File: src/rtl/fpga_config_loader.sv
// Byte-serial configuration loader: syncs on 0xA5, fills per-tile shadow registers,
// verifies an XOR checksum and commits every tile's config in a single cycle.
module fpga_config_loader #(
  parameter int NUM_TILES = 4,
  parameter int WORD_W    = 24
) (
  input  logic                        clk,
  input  logic                        rst,
  input  logic                        start,
  input  logic [7:0]                  byte_in,
  input  logic                        byte_valid,
  output logic                        byte_ready,
  output logic [NUM_TILES*WORD_W-1:0] config_out,
  output logic [NUM_TILES-1:0]        use_ff_out,
  output logic                        busy,
  output logic                        done,
  output logic                        error
);

  localparam int TW = $clog2(NUM_TILES + 1);
  localparam logic [7:0] HEADER = 8'hA5;

  typedef enum logic [1:0] {S_IDLE, S_SYNC, S_LOAD, S_CHECK} state_t;

  // Handshake: a byte moves on any cycle with byte_valid && byte_ready;
  // byte_ready depends only on the registered state, never on byte_valid.
  state_t            state, next_state;
  logic [TW-1:0]     tile_idx;
  logic [1:0]        byte_idx;
  logic [7:0]        xsum;
  logic [WORD_W-1:0] shadow_cfg [NUM_TILES];
  logic [NUM_TILES-1:0] shadow_ff;

  logic accept, last_byte, flag_bad, sum_ok;

  assign busy       = (state != S_IDLE);
  assign byte_ready = busy;
  assign accept     = byte_valid && byte_ready;
  assign last_byte  = (byte_idx == 2'd3) && (tile_idx == TW'(NUM_TILES - 1));
  assign flag_bad   = (byte_idx == 2'd3) && (byte_in[7:1] != 7'd0);
  assign sum_ok     = (byte_in == xsum);

  always_ff @(posedge clk) begin
    if (rst) state <= S_IDLE;
    else     state <= next_state;
  end

  always_comb begin
    next_state = state;
    case (state)
      S_IDLE:  if (start) next_state = S_SYNC;
      S_SYNC:  if (accept && byte_in == HEADER) next_state = S_LOAD;
      S_LOAD: begin
        if (accept) begin
          if (flag_bad)       next_state = S_IDLE;
          else if (last_byte) next_state = S_CHECK;
        end
      end
      S_CHECK: if (accept) next_state = S_IDLE;
      default: next_state = S_IDLE;
    endcase
  end

  always_ff @(posedge clk) begin
    if (rst) begin
      tile_idx   <= '0;
      byte_idx   <= '0;
      xsum       <= '0;
      shadow_ff  <= '0;
      config_out <= '0;
      use_ff_out <= '0;
      done       <= 1'b0;
      error      <= 1'b0;
      for (int t = 0; t < NUM_TILES; t++) shadow_cfg[t] <= '0;
    end else begin
      done <= 1'b0;
      case (state)
        S_IDLE: if (start) error <= 1'b0;
        S_SYNC: begin
          if (accept && byte_in == HEADER) begin
            tile_idx <= '0;
            byte_idx <= '0;
            xsum     <= '0;
          end
        end
        S_LOAD: begin
          if (accept) begin
            xsum <= xsum ^ byte_in;
            for (int t = 0; t < NUM_TILES; t++) begin
              if (tile_idx == TW'(t)) begin
                case (byte_idx)
                  2'd0:    shadow_cfg[t][23:16] <= byte_in;
                  2'd1:    shadow_cfg[t][15:8]  <= byte_in;
                  2'd2:    shadow_cfg[t][7:0]   <= byte_in;
                  default: shadow_ff[t]         <= byte_in[0];
                endcase
              end
            end
            if (byte_idx == 2'd3) begin
              byte_idx <= '0;
              tile_idx <= tile_idx + TW'(1);
              if (flag_bad) error <= 1'b1;
            end else begin
              byte_idx <= byte_idx + 2'd1;
            end
          end
        end
        S_CHECK: begin
          if (accept) begin
            if (sum_ok) begin
              // Atomic commit: all tiles switch on the same edge.
              for (int t = 0; t < NUM_TILES; t++)
                config_out[t*WORD_W +: WORD_W] <= shadow_cfg[t];
              use_ff_out <= shadow_ff;
              done       <= 1'b1;
            end else begin
              error <= 1'b1;
            end
          end
        end
        default: ;
      endcase
    end
  end

endmodule
File: config.mk
export PLATFORM = sky130hd
export DESIGN_NAME = fpga_config_loader
export DESIGN_NICKNAME = d
export VERILOG_FILES = /design/src/rtl/fpga_config_loader.sv
export SDC_FILE = /design/constraint.sdc
export NUM_CORES = 1
export LEC_CHECK = 0
export CORE_UTILIZATION = 37
export CTS_BUF_LIST = sky130_fd_sc_hd__clkbuf_16
export DETAILED_ROUTE_END_ITERATION = 10
export SLEW_MARGIN = 20
export SYNTH_ARGS = -nofsm -noshare
export SYNTH_HDL_FRONTEND = slang
export SYNTH_SLANG_ARGS = --single-unit
File: constraint.sdc
create_clock -name clk -period 1.7 [get_ports clk]
set_clock_uncertainty 0.15 [all_clocks]
set_input_delay 0.34 -clock clk [delete_from_list [all_inputs] [get_ports clk]]
set_output_delay 0.34 -clock clk [all_outputs]
set_load 0.02 [all_outputs]
== Yosys cells after proc, flatten, opt, wreduce, memory -nomap -nowiden ==
Memories as Yosys holds them, arrays and structs flattened. A register that Yosys moved wholly into a read port is not among the register bits.
Index checks and enable logic that the tools add are counted.

* Output and inout bits: 104
* Memories kept: 1
* Input bits: 12
* Register bits after elaboration: 25
* Memory bits (writable): 96
* Word-level logic and storage cells: 174

* Bitwise gates (word level): 16
* Add/sub/neg operators: 2
* Equality and inequality tests: 19
* Reduce and logical (&&, ||, !) cells: 22
* Muxes and demuxes: 103

{| class="wikitable"
|+ Memories
! name !! words !! bits a word !! read ports !! clocked after Yosys merged registers in !! write ports !! RTL line !! text
|-
| shadow_cfg || 4 || 24 || 4 || 4 || 4 || 31 || <nowiki>logic [WORD_W-1:0] shadow_cfg [NUM_TILES];</nowiki>
|}

{| class="wikitable"
|+ Operators with widths
! cell !! number
|-
| $mux W8 || 14
|-
| $mux W1 || 72
|-
| $reduce_and A4 Y1 || 5
|-
| $mux W2 || 9
|-
| $pmux W8 S2 || 1
|-
| $ne A2 B2 Y1 const B || 7
|-
| $or A1 B1 Y1 || 12
|-
| $mux W3 || 3
|-
| $eq A2 B2 Y1 const B || 4
|-
| $eq A8 B8 Y1 || 1
|-
| $eq A8 B8 Y1 const B || 1
|-
| $pmux W2 S4 || 1
|-
| $xor A8 B8 Y8 || 1
|-
| $reduce_and A7 Y1 || 1
|-
| $reduce_bool A7 Y1 || 1
|-
| $eq A3 B2 Y1 const B || 2
|-
| $pmux W3 S2 || 1
|-
| $reduce_and A3 Y1 || 2
|-
| $reduce_or A3 Y1 || 2
|-
| $reduce_and A5 Y1 || 1
|-
| $eq A2 B1 Y1 const B || 2
|-
| $logic_and A1 B1 Y1 || 4
|-
| $logic_not A2 Y1 || 2
|-
| $pmux W2 S2 || 1
|-
| other kinds (9) || 12
|}

== Depth between registers and ports, before layout ==
Gate-level depths: netlist of run 1.

* Depth after elaboration: 8
* Gate-level depth with buffers: 8
* Gate-level depth less buffers: 7

== Worst setup path before layout of run 1 ==
No wires, ideal clock.

* Path kind: in2reg
* Start: in byte_valid
* End: mem shadow_cfg[0][10] (enable)
* Data required time: 1.176 ns
* Cell stages on the path: 4
* Setup time: 0.374 ns
* Path slack: -0.149 ns
* Arrival time: 1.325 ns
* Buffers on the path: 1
* Cell sequence: clkbuf_1 and3_1 nand2_1 o21ai_1

{| class="wikitable"
|+ RTL lines
! element !! RTL line !! text
|-
| start: declaration || 11 || <nowiki>input logic byte_valid,</nowiki>
|-
| end: declaration || 31 ||
|}

== Worst setup path after layout of run 1 ==
* Start: reg xsum[7]
* End: reg config_out[35], read port of shadow_cfg

* Word-level cells in the longest chain between the ends: 2

{| class="wikitable"
|+ Ends and longest elaborated chain
! element !! RTL line !! text
|-
| start: declaration || 30 || <nowiki>logic [7:0] xsum;</nowiki>
|-
| start signal: assignment || 88 || <nowiki>xsum <= xsum ^ byte_in;</nowiki>
|-
| $eq A8 B8 Y1 || 41 || <nowiki>assign sum_ok = (byte_in == xsum);</nowiki>
|-
| $reduce_and A3 Y1 (no line) || -- ||
|-
| end: declaration || 13 || <nowiki>output logic [NUM_TILES*WORD_W-1:0] config_out,</nowiki>
|}

No other way between the ends.
A chain may end at the register's enable or synchronous reset.

==> impl_metrics.env, run 1 <==
export IMPL_crit_type="reg -> reg"
export IMPL_ant_nets=0
export IMPL_synth_top_family_by_area="simple AND/OR/NAND/NOR gates"
export IMPL_dp_worst_setup_slack_ps=-727.1
export IMPL_violations="setup timing"
export IMPL_cpMaxStageDelayCell="dfxtp_2"
export IMPL_cts_root_buffer_cell="clkbuf_16"
export IMPL_drive_above_1_share_pct=21.90
export IMPL_overflow=0
export IMPL_syn_mean_instance_area_sq_um=11.61
export IMPL_fin_crit_sh_pct=108.7
export IMPL_holdCritPathClass="in -> reg"
export IMPL_hold_depth=3
export IMPL_die_h_microns=153.4
export IMPL_crit_chain="xor2_1 -> nor4_1 -> nand4_1 -> buf_6 -> buf_12 -> mux2i_2 -> nor2_1"
export IMPL_ios=116
export IMPL_fin_crit_ps=1847
export IMPL_synth_yosys_seq_area_share_pct=62.59
export IMPL_cp_required_ps=1910
export IMPL_port_buffers=115
export IMPL_end_kind="register"
export IMPL_yosys_area_share_adder_pct=1.476
export IMPL_setup_slack_ps=-147.3
export IMPL_die_w_microns=153.4
export IMPL_clk_pin_slew_worst_paths_ps=60
export IMPL_synth_top_area_share_pct=34.01
export IMPL_synthTopCellsByArea="edfxtp_1 34%, dfxtp_1 29%, mux2i_1 12%"
export IMPL_h_tree_depth=1
export IMPL_worstRegToRegCells=7
export IMPL_async_flop_share_pct=0
export IMPL_grt_use_total_pct=16.70
export IMPL_num_rows=55
export IMPL_routed_wl_mm=19.55
export IMPL_viasPerCell=4.706
export IMPL_synth_xor_area_share_pct=0.8267
export IMPL_synth_compound_area_share_pct=2.731
export IMPL_vias=5661
export IMPL_netlist_instances=730
export IMPL_drt_iter0_markers=214
export IMPL_max_freq_mhz=541.3
export IMPL_synth_warnings=0
export IMPL_clock_latency_ps=500
export IMPL_ir_drop_uv=513.7
export IMPL_synthMuxAreaShare_pct=11.94
export IMPL_grt_max_degree=121
export IMPL_rrSetupSlack_ps=-150
export IMPL_place_congestion=0.8117
export IMPL_core_sq_mm=0.02257
export IMPL_synth_edf_count=96
export IMPL_area_delta_synth_final_pct=35.49
export IMPL_cp_max_fo=20
export IMPL_n_antenna_cell=0
export IMPL_slew_viol_final=0
export IMPL_synthSimpleGateAreaFrac_pct=17.24
export IMPL_timing_rr_start="xsum[7]"
export IMPL_ys_seq_elements=217
export IMPL_synthTopCellsByCount="132 x nor2_1, 121 x dfxtp_1, 100 x mux2i_1, 97 x and2_1, 96 x edfxtp_1"
export IMPL_hold_violations=0
export IMPL_grt_antenna_before_repair=1
export IMPL_hpwl_mm=12.71
export IMPL_tritoncts="done"
export IMPL_r2r_end="config_out[35]"
export IMPL_fp_dieArea_sq_mm=0.02352
export IMPL_holdWs_ps=255.7
export IMPL_netlist_area_sq_mm=0.008476
export IMPL_first_pass_iters=4
export IMPL_clk_path_buf_depth=3
export IMPL_nets=925
export IMPL_grt_first_pass_wirelength_mm=30.72
export IMPL_rsz0062_at_grt="true"
export IMPL_slew_headroom_pct=60.70
export IMPL_yosys_most_used_dff="dfxtp_1"
export IMPL_synth_cell_type_count=38
export IMPL_outcome="finished with violations"
export IMPL_worstPathArrival_ps=2060
export IMPL_yosysMostFrequentCell="nor2_1"
export IMPL_min_to="tile_idx[1]"
export IMPL_tightest_slew_ps=589.4
export IMPL_setup_viol=102
export IMPL_powerDensity_mw_per_mm2=1026
export IMPL_grt_pass1_vias=5487
export IMPL_hp_start="rst"
export IMPL_yosys_area_top_type="edfxtp_1"
export IMPL_clkSinkCount=217
export IMPL_detail_route_wl_per_cell_microns=16.25
export IMPL_syn_num_nets=752
export IMPL_drv_cap=0
export IMPL_initial_core_util_pct=37.55
export IMPL_p_leak_nw=5.279
export IMPL_cts_inserted_buffers=23
export IMPL_drc=0
export IMPL_critical_path_startpoint_type="register"
export IMPL_slowest_delay_ps=330
## area by class of cell
cell class,instances,area [sq um]
inverter,9,40.04
clock inverter,17,232.7
clock buffer,23,575.6
timing repair buffer,189,1765
fill,1967,11090
sequential,217,5313
multi-input combinational,463,3201
tap,285,356.6
## metal layers
| metal | track usage, % | share of wire [%] | up-vias |
|---|---|---|---|
| met2 | 28.79 | 49 | 113 |
| met1 | 21.98 | 46 | 2694 |
| met3 | 2.410 | 3.9 | 21 |
| met5 | 0 | 0 | - |
| li1 | - | - | 2833 |
| met4 | 4.286 | 1.4 | 0 |
## worst max path at each step
stage	from	cells past startpoint	end
6_report	xsum[7]	7	config_out[35]
5_1_grt	xsum[7]	7	config_out[45]
3_5_place_dp	byte_in[6]	9	xsum[3]
4_1_cts	state[1]	5	shadow_cfg[1][9]
3_3_place_gp	byte_in[6]	9	tile_idx[2]
2_1_floorplan	byte_valid	4	shadow_cfg[0][10]
## report_power, final
part,total (mW),internal (mW),switching (mW)
logic,0.843,0.366,0.477
registers,5.60,5.55,0.0467
clock network,5.34,3.36,1.97
total,11.8,9.29,2.50
## through the flow
step | setup TNS [ps] | instances | instance area, sq um | total power [mW] | utilization (%)
after floorplan | -3569 | 730 | 8487 | 6.055 | -
after global placement | -167010 | 1158 | 10410 | 6.415 | 46.11
after detailed placement | -168090 | 1158 | 10410 | 6.421 | 46.11
after CTS | -10930 | 1202 | 11280 | 11.83 | 49.96
after global routing | -15840 | 1203 | 11480 | 12.20 | 50.88
final | -10130 | 1203 | 11480 | 11.78 | 50.88
## registers in the layout (all words and copies together), names as in the netlist
name	count
use_ff_out	4
error	1
byte_idx	2
config_out	96
shadow_ff	4
shadow_cfg	96
tile_idx	3
xsum	8
state	2
done	1
## worst max-delay path, delay by kind of cell (launching register included)
| family | cells | cell delay [ps] |
|---|---|---|
| xor+xnor | 1 | 160 |
| buf+inv | 2 | 360 |
| flops | 1 | 330 |
| mux | 1 | 180 |
| simple gates | 3 | 510 |
## placed cells by master (no fill, tap or decap), types with 3 or more instances in the layout
| cell | count |
|---|---|
| nor2_1 | 120 |
| dfxtp_1 | 115 |
| and2_1 | 96 |
| mux2i_1 | 96 |
| edfxtp_1 | 96 |
| buf_4 | 56 |
| clkdlybuf4s15_1 | 48 |
| dlygate4sd2_1 | 31 |
| nand2_1 | 24 |
| clkbuf_16 | 23 |
| clkbuf_2 | 20 |
| a21oi_1 | 17 |
| nor3_1 | 12 |
| buf_12 | 12 |
| nor2_4 | 11 |
| inv_1 | 9 |
| clkdlybuf4s15_2 | 8 |
| buf_6 | 8 |
| nand2_2 | 7 |
| xor2_1 | 7 |
| o21ai_0 | 7 |
| o21ai_1 | 6 |
| nand3_1 | 6 |
| dfxtp_2 | 6 |
| bufinv_16 | 6 |
| ha_1 | 5 |
| nand2_4 | 4 |
| mux2i_2 | 4 |
| ha_4 | 4 |
| inv_2 | 3 |
| nand2b_4 | 3 |
| nand3_2 | 3 |
| dlymetal6s2s_1 | 3 |
## timing repair
item / 4_1_cts / 5_1_grt
pin swaps: 5 / 10
buffers inserted: 4 / 1
gates resized for setup: 196 / 125
endpoints found under the setup margin: 370 / 362
hold buffers: 0 / 0
## kinds of logic after synthesis
family | count (synthesis)
simple gates | 303
buf+inv | 50
mux | 101
flops | 217
compound gates | 41
xor+xnor | 8
fa+ha+maj | 10
No activity file was read; power rests on OpenSTA's default activity.
==> run 2, diff against run 1 <==
- GPL_TIMING_DRIVEN: unset -> 0
==> run 2 against run 1 <==
The flow still finishes with violations (setup timing). Die area stayed put. Worst setup slack worse by 120 ps. Power is 5.6% lower. Worst hold slack better by 26 ps. Maximum frequency is 6.1% lower. Clock power is 14% lower. Sequential share of layout area is 0.22 points lower. Register-to-register slack worse by 120 ps. Combinational power is 6.2% higher.
==> impl_metrics.env, run 2 (same netlist as run 1, synthesis figures left out) <==
export IMPL_initial_core_util_pct=37.55
export IMPL_reg_top3="config_out (96), shadow_cfg (96), xsum (8)"
export IMPL_nets=918
export IMPL_place_area_sq_mm=0.009985
export IMPL_tightest_slew_ps=847.1
export IMPL_drt_iter0_markers=247
export IMPL_fin_crit_ps=1968
export IMPL_grtUsageMet1_pct=24.05
export IMPL_viasPerCell=4.827
export IMPL_fp_dieArea_sq_mm=0.02352
export IMPL_max_freq_mhz=508.2
export IMPL_crit_type="reg -> reg"
export IMPL_drive_above_1_share_pct=19.85
export IMPL_clk_path_buf_depth=3
export IMPL_critPathTopFamily="simple AND/OR/NAND/NOR gates"
export IMPL_critPathMostFrequentCell="buf_16"
export IMPL_grtUsageMet3_pct=2.665
export IMPL_slowest_delay_ps=330
export IMPL_powerDensity_mw_per_mm2=963.0
export IMPL_final_cell_mix="115 x nor2_1, 114 x dfxtp_1, 99 x mux2i_1"
export IMPL_final_util_pct=51.16
export IMPL_stdcell_area_sq_mm=0.01155
export IMPL_die_w_microns=153.4
export IMPL_port_buffers=114
export IMPL_grt_first_pass_wirelength_mm=32.73
export IMPL_cp_required_ps=1930
export IMPL_fin_crit_sh_pct=115.8
export IMPL_tritoncts="done"
export IMPL_cts_root_buffer_cell="clkbuf_16"
export IMPL_vias=5778
export IMPL_hold_violations=0
export IMPL_cts_inserted_buffers=23
export IMPL_setup_slack_ps=-267.9
export IMPL_finalPower_mw=11.12
export IMPL_routed_wl_mm=21.52
export IMPL_ant_nets=0
export IMPL_cp_max_fo=5
export IMPL_slew_headroom_pct=43.53
export IMPL_drv_cap=0
export IMPL_worstRegToRegCells=8
export IMPL_rsz0062_at_grt="true"
export IMPL_outcome="finished with violations"
export IMPL_ir_drop_uv=504.0
export IMPL_h_tree_depth=1
export IMPL_first_pass_iters=4
export IMPL_ios=116
export IMPL_overflow=0
export IMPL_place_congestion=0.8386
export IMPL_area_delta_synth_final_pct=36.24
export IMPL_busiest_layer="met2"
export IMPL_final_common_cell="nor2_1"
export IMPL_critical_path_startpoint_type="register"
export IMPL_holdWs_ps=281.6
export IMPL_cpMaxStageDelayCell="dfxtp_2"
export IMPL_worstPathArrival_ps=2190
export IMPL_fillers=2012
export IMPL_grt_pass1_vias=5594
export IMPL_crit_chain="xor2_2 -> nor4_2 -> nand4_1 -> buf_6 -> buf_16 -> buf_16 -> mux2i_2 -> nor2_1"
export IMPL_end_kind="register"
export IMPL_holdCritPathClass="in -> reg"
export IMPL_hold_depth=3
export IMPL_cp_num_buf_inv=3
export IMPL_grt_use_total_pct=18.06
export IMPL_clk_pin_slew_worst_paths_ps=60
export IMPL_grt_antenna_before_repair=0
export IMPL_met2_usage_pct=30.33
export IMPL_core_sq_mm=0.02257
export IMPL_clock_latency_ps=500
export IMPL_clkSinkCount=217
export IMPL_grt_max_degree=14
export IMPL_cp_depth=8
export IMPL_detail_route_wl_per_cell_microns=17.98
export IMPL_die_h_microns=153.4
export IMPL_slew_viol_final=0
export IMPL_violations="setup timing"
export IMPL_n_antenna_cell=0
export IMPL_num_rows=55
export IMPL_setup_viol=203
export IMPL_drc=0
export IMPL_hpwl_mm=13.72
export IMPL_p_leak_nw=5.346
-- run 2: what timing repair did --
action | 4_1_cts | 5_1_grt
endpoints found under the setup margin | 413 | 346
gates resized for setup | 255 | 115
hold buffers | 0 | 0
gates cloned | 8 | 0
pin swaps | 8 | 29
buffers inserted | 11 | 8
-- run 2: layer usage --
metal	vias up	share of wire, %
met1	2795	44
met3	33	4.8
met5	-	0
met2	144	48
met4	0	2.4
li1	2806	-
-- run 2: worst reg2reg max path: stages (launching register included) --
cell and delay [ps]:
dfxtp_2 330, xor2_2 180, nor4_2 310, nand4_1 150, buf_6 200, buf_16 160
buf_16 150, mux2i_2 160, nor2_1 60
-- run 2: final cells by class --
class                           count  area (sq um)  share of cell area (%)
Buffer                             41         379.1                   3.283
Clock buffer                       24         600.6                   5.201
Clock inverter                     17         96.34                  0.8343
Inverter                            9         33.78                  0.2926
Multi-Input combinational cell    463          3351                   29.02
Sequential cell                   217          5316                   46.04
Tap cell                          285         356.6                   3.088
Timing Repair Buffer              141          1414                   12.24
-- run 2: power by group --
part	leakage, nW	switching, mW	internal (mW)
clock	0.368	1.93	2.68
sequential	1.97	0.0555	5.56
combinational	3.01	0.530	0.365
total	5.35	2.51	8.61
-- run 2: path summary, 6_finish.rpt --
kind                              startpoint        endpoint  slack [ps]
worst max-delay path                 xsum[6]  config_out[21]        -270
worst min-delay path              byte_in[5]         xsum[5]         280
worst max register to register       xsum[6]  config_out[21]        -270
worst min register to register  shadow_ff[3]    shadow_ff[3]         310
-- run 2: metrics by stage --
step | setup WS [ps] | instances | setup TNS, ps
after CTS | -272.0 | 1189 | -20560
after floorplan | -148.7 | 730 | -3569
after detailed placement | -986.9 | 1129 | -207630
final | -267.9 | 1197 | -32010
after global placement | -974.0 | 1129 | -205740
after global routing | -412.2 | 1197 | -54480
==> run 3, diff against run 2 <==
- CTS_CLUSTER_DIAMETER: unset -> 120
==> results of run 3 <==
The final DEF is identical to that of run 2; final timing and power are the same.
==> patch 1, RTL diff (flow settings as in run 2) <==
Set the parameter `WORD_W` to 32 (it was 24).
--- a/src/rtl/fpga_config_loader.sv
+++ b/src/rtl/fpga_config_loader.sv
@@ -3,5 +3,5 @@
 module fpga_config_loader #(
   parameter int NUM_TILES = 4,
-  parameter int WORD_W    = 24
+  parameter int WORD_W    = 32
 ) (
   input  logic                        clk,
Ports: changed (resized config_out); port bits go from 116 to 148. No check against the original RTL was run, so the function may have changed too.
==> patch 1 against run 2 <==
  * The flow still finishes with violations (setup timing)
  * Die area grew 2.7%
  * Sequential cell count is the same
  * Sequential power shrank 0.7%
  * Area after synthesis up 2.7%
  * Routed wire length increased by 3.5%
  * Design area increased by 7.8%
  * Setup slack better by 1.1 ps
  * Hold slack got worse by 260 ps
  * Fmax about the same
  * First-iteration DRC count up 26%
  * Power down 3.1%
  * Largest cell class unchanged
==> patch 1: results (changes against run 2) <==
[critical_path]
r2r_end = config_out[69]  ; was config_out[21]
path_delay_family = buffers and inverters  ; was simple AND/OR/NAND/NOR gates
worst-endpoint-arrival_ps = 2180
worst-r2r-cell-count = 8  ; unchanged
slowest_delay_ps = 330  ; about the same
slowest_stage = dfxtp_2  ; unchanged
crit_fanout = 5  ; unchanged
r2r_start = xsum[2]  ; was xsum[6]

[min_path]
holdPathEnd = shadow_cfg[1][22]  ; was xsum[5]
hp-start = byte_in[6]  ; was byte_in[5]
hold_class = in2reg  ; unchanged
min_path_cells = 2  ; was 3

[synth]
synth.area.top_cells = edfxtp_1 (33%), dfxtp_1 (28%), mux2i_1 (12%), and2_1 (6.8%), nor2_1 (5.8%)  ; was edfxtp_1 (34%), dfxtp_1 (29%), mux2i_1 (12%), and2_1 (7.2%), nor2_1 (5.8%)
synth-adder-area-share_pct = 1.44  ; was 1.48%
synthMuxAreaShare_pct = 11.8  ; was 11.9%
yosysSeqAreaShare_pct = 60.9  ; was 62.6%
synth_compound_area_share_pct = 3.62  ; was 2.73%
synth_edf_count = 96  ; unchanged
synth_ff_type = dfxtp_1  ; unchanged
synth_common_cells = nor2_1 (134), dfxtp_1 (121), mux2i_1 (103)  ; was nor2_1 (132), dfxtp_1 (121), mux2i_1 (100)
yosysUniqueCellTypes = 40  ; was 38
ys_warn_count = 0  ; unchanged
synthXorXnorAreaFrac_pct = 0.805  ; was 0.827%
async_reset_ff_share_pct = 0  ; unchanged

[timing]
max-slew-margin-rel_pct = 41.9  ; was 43.5%
final-setup-viol-count = 305  ; was 203
worst_slack_ps = -267  ; was -268 ps
whs_ps = 26.2  ; was 282 ps
fin_setup_tns_ps = -40390  ; was -32010 ps

[pwr]
max-vdd-ir-drop_mv = 0.425  ; was 0.504 mV
p_leak_nw = 5.72  ; was 5.35 nW

[layout]
reg_top3 = config_out: 96 flops, shadow_cfg: 96 flops, xsum: 8 flops  ; unchanged
drive_gt1_share_pct = 25.9  ; was 19.8%
final_nets = 992  ; was 918

[detailed_routing]
first_pass_iters = 4  ; unchanged
wl_per_cell_um = 17.1  ; was 18.0 µm
viasPerCell = 4.57  ; was 4.83
drtIter0Drc = 311  ; was 247

[cts]
clock-root-buffer = clkbuf_16  ; unchanged
path_clk_slew_ps = 70
clkLatencyLatePin_ps = 500  ; about the same
numCtsBuffers = 23  ; unchanged
ctsLongestPathBuffers = 3  ; unchanged
cts_max_level = 1  ; unchanged

[run_status]
status = finished, violations left  ; unchanged
violations = setup timing  ; unchanged

[placement]
dp_hpwl_mm = 13.8  ; was 13.7 mm
place_area_um2 = 10600  ; was 9980 µm²
globalplace.congestion = 0.786  ; was 0.839
io_buffers = 111  ; was 114

[grt]
grt_max_degree = 15  ; was 14
grt_pass1_vias = 5787  ; was 5594
grt_pass1_wl_mm = 32.6  ; was 32.7 mm
grt_antenna_before_repair = 0  ; unchanged
gr-usage-all-layers_pct = 17.7  ; was 18.1%

[patch 1: layout make-up]
cell class | instances | area [µm²]
buffer | 75 | 648
sequential | 217 | 5320
clock buffer | 23 | 576
fill | 1988 | 10400
antenna | 1 | 2.50
multi-input combinational | 481 | 3680
clock inverter | 18 | 108
timing repair buffer | 166 | 1700
inverter | 6 | 22.5
tap | 313 | 392
[patch 1: cell families after synthesis]
logic type                 Yosys count
and+or+nand+nor                    277
other                                1
adders and majority gates           10
buffers and inverters               83
AOI/OAI and AO/OA                   50
muxes                              103
DFF                                217
xor gates and xnor gates             8
[patch 1: report_power, final]
group	internal, mW	switching, mW	leakage [nW]
Combinational	0.237	0.353	3.45
Clock	2.60	2.02	0.360
Sequential	5.54	0.0336	1.91
[patch 1: repair_timing]
item,CTS,global route
setup buffers,27,17
hold buffers,4,0
endpoints found under the hold margin,4,0
setup endpoints to repair,417,347
gates resized for setup,277,105
pin swaps,23,53
gates cloned,2,6
[patch 1: worst max-delay path by stage]
stage	cells after the start	to	slack (ps)	from
3_5_place_dp	6	state[0]	-1180	byte_in[6]
4_1_cts	8	use_ff_out[1]	-270	xsum[7]
6_report	8	config_out[69]	-270	xsum[2]
5_1_grt	8	config_out[112]	-360	xsum[6]
3_3_place_gp	6	state[0]	-1150	byte_in[6]
2_1_floorplan	5	state[0]	-430	byte_in[6]
[patch 1: stage by stage]
stage | instances | worst slack (ps)
final | 1300 | -267
after global routing | 1299 | -364
after CTS | 1276 | -270
after detailed placement | 1204 | -1180
after global placement | 1204 | -1150
after floorplan | 780 | -432
[patch 1: layer usage]
metal	share of wire (%)	track usage, %	wire [µm]	vias to the layer above
li1	-	-	-	2920
met1	44	23.0	9820	2844
met2	49	30.2	10900	145
met3	4.6	2.56	1030	38
met4	2.5	6.02	558	0
met5	0	0	0	-
==> patch 2, RTL diff (settings of run 2) <==
Without the edit above. Register the output `error` once more, without a reset; this adds one clock of latency there. The other outputs are not delayed to match.
--- a/src/rtl/fpga_config_loader.sv
+++ b/src/rtl/fpga_config_loader.sv
@@ -22,4 +22,6 @@
 
   typedef enum logic [1:0] {S_IDLE, S_SYNC, S_LOAD, S_CHECK} state_t;
+
+  logic error_s0;
 
   // Handshake: a byte moves on any cycle with byte_valid && byte_ready;
@@ -71,10 +73,10 @@
       use_ff_out <= '0;
       done       <= 1'b0;
-      error      <= 1'b0;
+      error_s0   <= 1'b0;
       for (int t = 0; t < NUM_TILES; t++) shadow_cfg[t] <= '0;
     end else begin
       done <= 1'b0;
       case (state)
-        S_IDLE: if (start) error <= 1'b0;
+        S_IDLE: if (start) error_s0 <= 1'b0;
         S_SYNC: begin
           if (accept && byte_in == HEADER) begin
@@ -100,5 +102,5 @@
               byte_idx <= '0;
               tile_idx <= tile_idx + TW'(1);
-              if (flag_bad) error <= 1'b1;
+              if (flag_bad) error_s0 <= 1'b1;
             end else begin
               byte_idx <= byte_idx + 2'd1;
@@ -115,5 +117,5 @@
               done       <= 1'b1;
             end else begin
-              error <= 1'b1;
+              error_s0 <= 1'b1;
             end
           end
@@ -124,3 +126,7 @@
   end
 
+  always_ff @(posedge clk) begin
+    error <= error_s0;
+  end
+
 endmodule
Behaviour: no difference found for any inputs over 4 cycles, from zero or initial values and one cycle with rst high; that may be too few to reach the edited logic, so the function may still have changed.
==> patch 2 against run 2 <==
  * Area after synthesis grew 0.24%
  * Critical path type unchanged
  * Routed wire length is 0.83% higher
  * Setup slack gained 47 ps
  * Power grew 5.4%
  * Clock power increased by 13%
  * Highest routed layer unchanged
  * Largest power group unchanged
  * Design area increased by 0.59%
  * Sequential cell count increased by 1
  * The run still ends with setup timing left
  * Via count grew 0.42%
==> patch 2: results (changes against run 2) <==
[detailed_routing]
wl_per_cell_um = 18.0  ; about the same
first_pass_iters = 5  ; was 4
viasPerCell = 4.82  ; was 4.83
drtIter0Drc = 299  ; was 247

[cts]
cts_setup_buffers = 11  ; unchanged
path_clk_slew_ps = 70
cts_resized = 258  ; was 255
clock-root-buffer = clkbuf_16  ; unchanged
numCtsBuffers = 24  ; was 23
clkLatencyLatePin_ps = 520  ; was 500 ps

[timing]
worst_slack_ps = -221  ; was -268 ps
max-slew-margin-rel_pct = 39.8  ; was 43.5%
final-setup-viol-count = 158  ; was 203

[synth]
synthXorXnorAreaFrac_pct = 0.825  ; was 0.827%
synth_ff_type = dfxtp_1  ; unchanged
synth_compound_area_share_pct = 2.72  ; was 2.73%
synth_common_cells = nor2_1 (132), dfxtp_1 (122), mux2i_1 (100)  ; was nor2_1 (132), dfxtp_1 (121), mux2i_1 (100)
yosysSeqAreaShare_pct = 62.7  ; was 62.6%
synthMuxAreaShare_pct = 11.9  ; about the same
syn_nets = 753  ; was 752
synth_cells = 731  ; was 730
synth_top_area_share_pct = 33.9  ; was 34.0%
synth.area.top_cells = edfxtp_1 (34%), dfxtp_1 (29%), mux2i_1 (12%), and2_1 (7.1%), nor2_1 (5.8%)  ; was edfxtp_1 (34%), dfxtp_1 (29%), mux2i_1 (12%), and2_1 (7.2%), nor2_1 (5.8%)
async_reset_ff_share_pct = 0  ; unchanged
synth-adder-area-share_pct = 1.47  ; was 1.48%

[run_status]
violations = setup timing  ; unchanged
status = finished, violations left  ; unchanged

[critical_path]
path_delay_family = buffers and inverters  ; was simple AND/OR/NAND/NOR gates
slowest_delay_ps = 320
worst-endpoint-arrival_ps = 2150  ; was 2190 ps

[layout]
final_cells = 1203  ; was 1197
final_nets = 922  ; was 918
fillCellCount = 1974  ; was 2012
drive_gt1_share_pct = 21.9  ; was 19.8%

[min_path]
hp-start = error_s0  ; was byte_in[5]
hold_class = reg2reg  ; was in2reg

[grt]
grt_pass1_wl_mm = 31.8  ; was 32.7 mm
grt_antenna_before_repair = 0  ; unchanged
grt_pass1_vias = 5561  ; was 5594
grt_max_degree = 15  ; was 14
gr-usage-all-layers_pct = 17.6  ; was 18.1%

[placement]
placed_cells = 1130  ; was 1129
pre_cts_ws_ps = -942  ; was -987 ps
globalplace.congestion = 0.828  ; was 0.839
dp_hpwl_mm = 13.7  ; about the same

[pwr]
p_leak_nw = 5.24  ; was 5.35 nW
max-vdd-ir-drop_mv = 0.553  ; was 0.504 mV

==> patch 2: metrics by stage <==
step / setup TNS [ps] / total power [mW] / cell area, µm²
2_1_floorplan: -3570 / 6.08 / 8510
3_3_place_gp: -199720 / 6.32 / 10000
3_5_place_dp: -203430 / 6.33 / 10000
4_1_cts: -18110 / 11.6 / 11100
5_1_grt: -32090 / 12.1 / 11600
6_report: -18890 / 11.7 / 11600
==> patch 2: final timing paths <==
kind	end	slack [ps]	cells past startpoint
worst max-delay path	config_out[16]	-220	8
worst min-delay path	error	220	0
worst max register to register	config_out[16]	-220	8
worst min register to register	error	220	0
==> patch 2: cell type report <==
cell class | count | area share, %
clock buffer | 25 | 5.39
clock inverter | 19 | 1.53
multi-input combinational | 463 | 28.7
buffer | 40 | 3.05
sequential | 218 | 46.0
tap | 285 | 3.07
inverter | 9 | 0.323
timing repair buffer | 144 | 12.0
==> patch 2: report_power, final <==
part / switching (mW) / total [mW] / internal (mW)
combinational: 0.522 / 0.866 / 0.344
sequential: 0.0515 / 5.63 / 5.58
clock: 2.09 / 5.22 / 3.13
total: 2.67 / 11.7 / 9.05
==> patch 2: cells by family (layout without fill, tap and decap cells) <==
group / after synthesis / in the layout
DFF: 218 / 218
xor gates and xnor gates: 8 / 8
muxes: 101 / 101
AOI/OAI and AO/OA: 41 / 41
and+or+nand+nor: 303 / 303
buffers and inverters: 50 / 237
adders and majority gates: 10 / 10
==> patch 2: per-layer routing <==
metal  vias up  share of wire [%]  global-route usage [%]
met2       142                 49                    29.8
met3        33                4.2                    2.54
met4         0                2.6                    5.52
met1      2795                 44                    23.3
met5         -                  0                       0
li1       2832                  -                       -
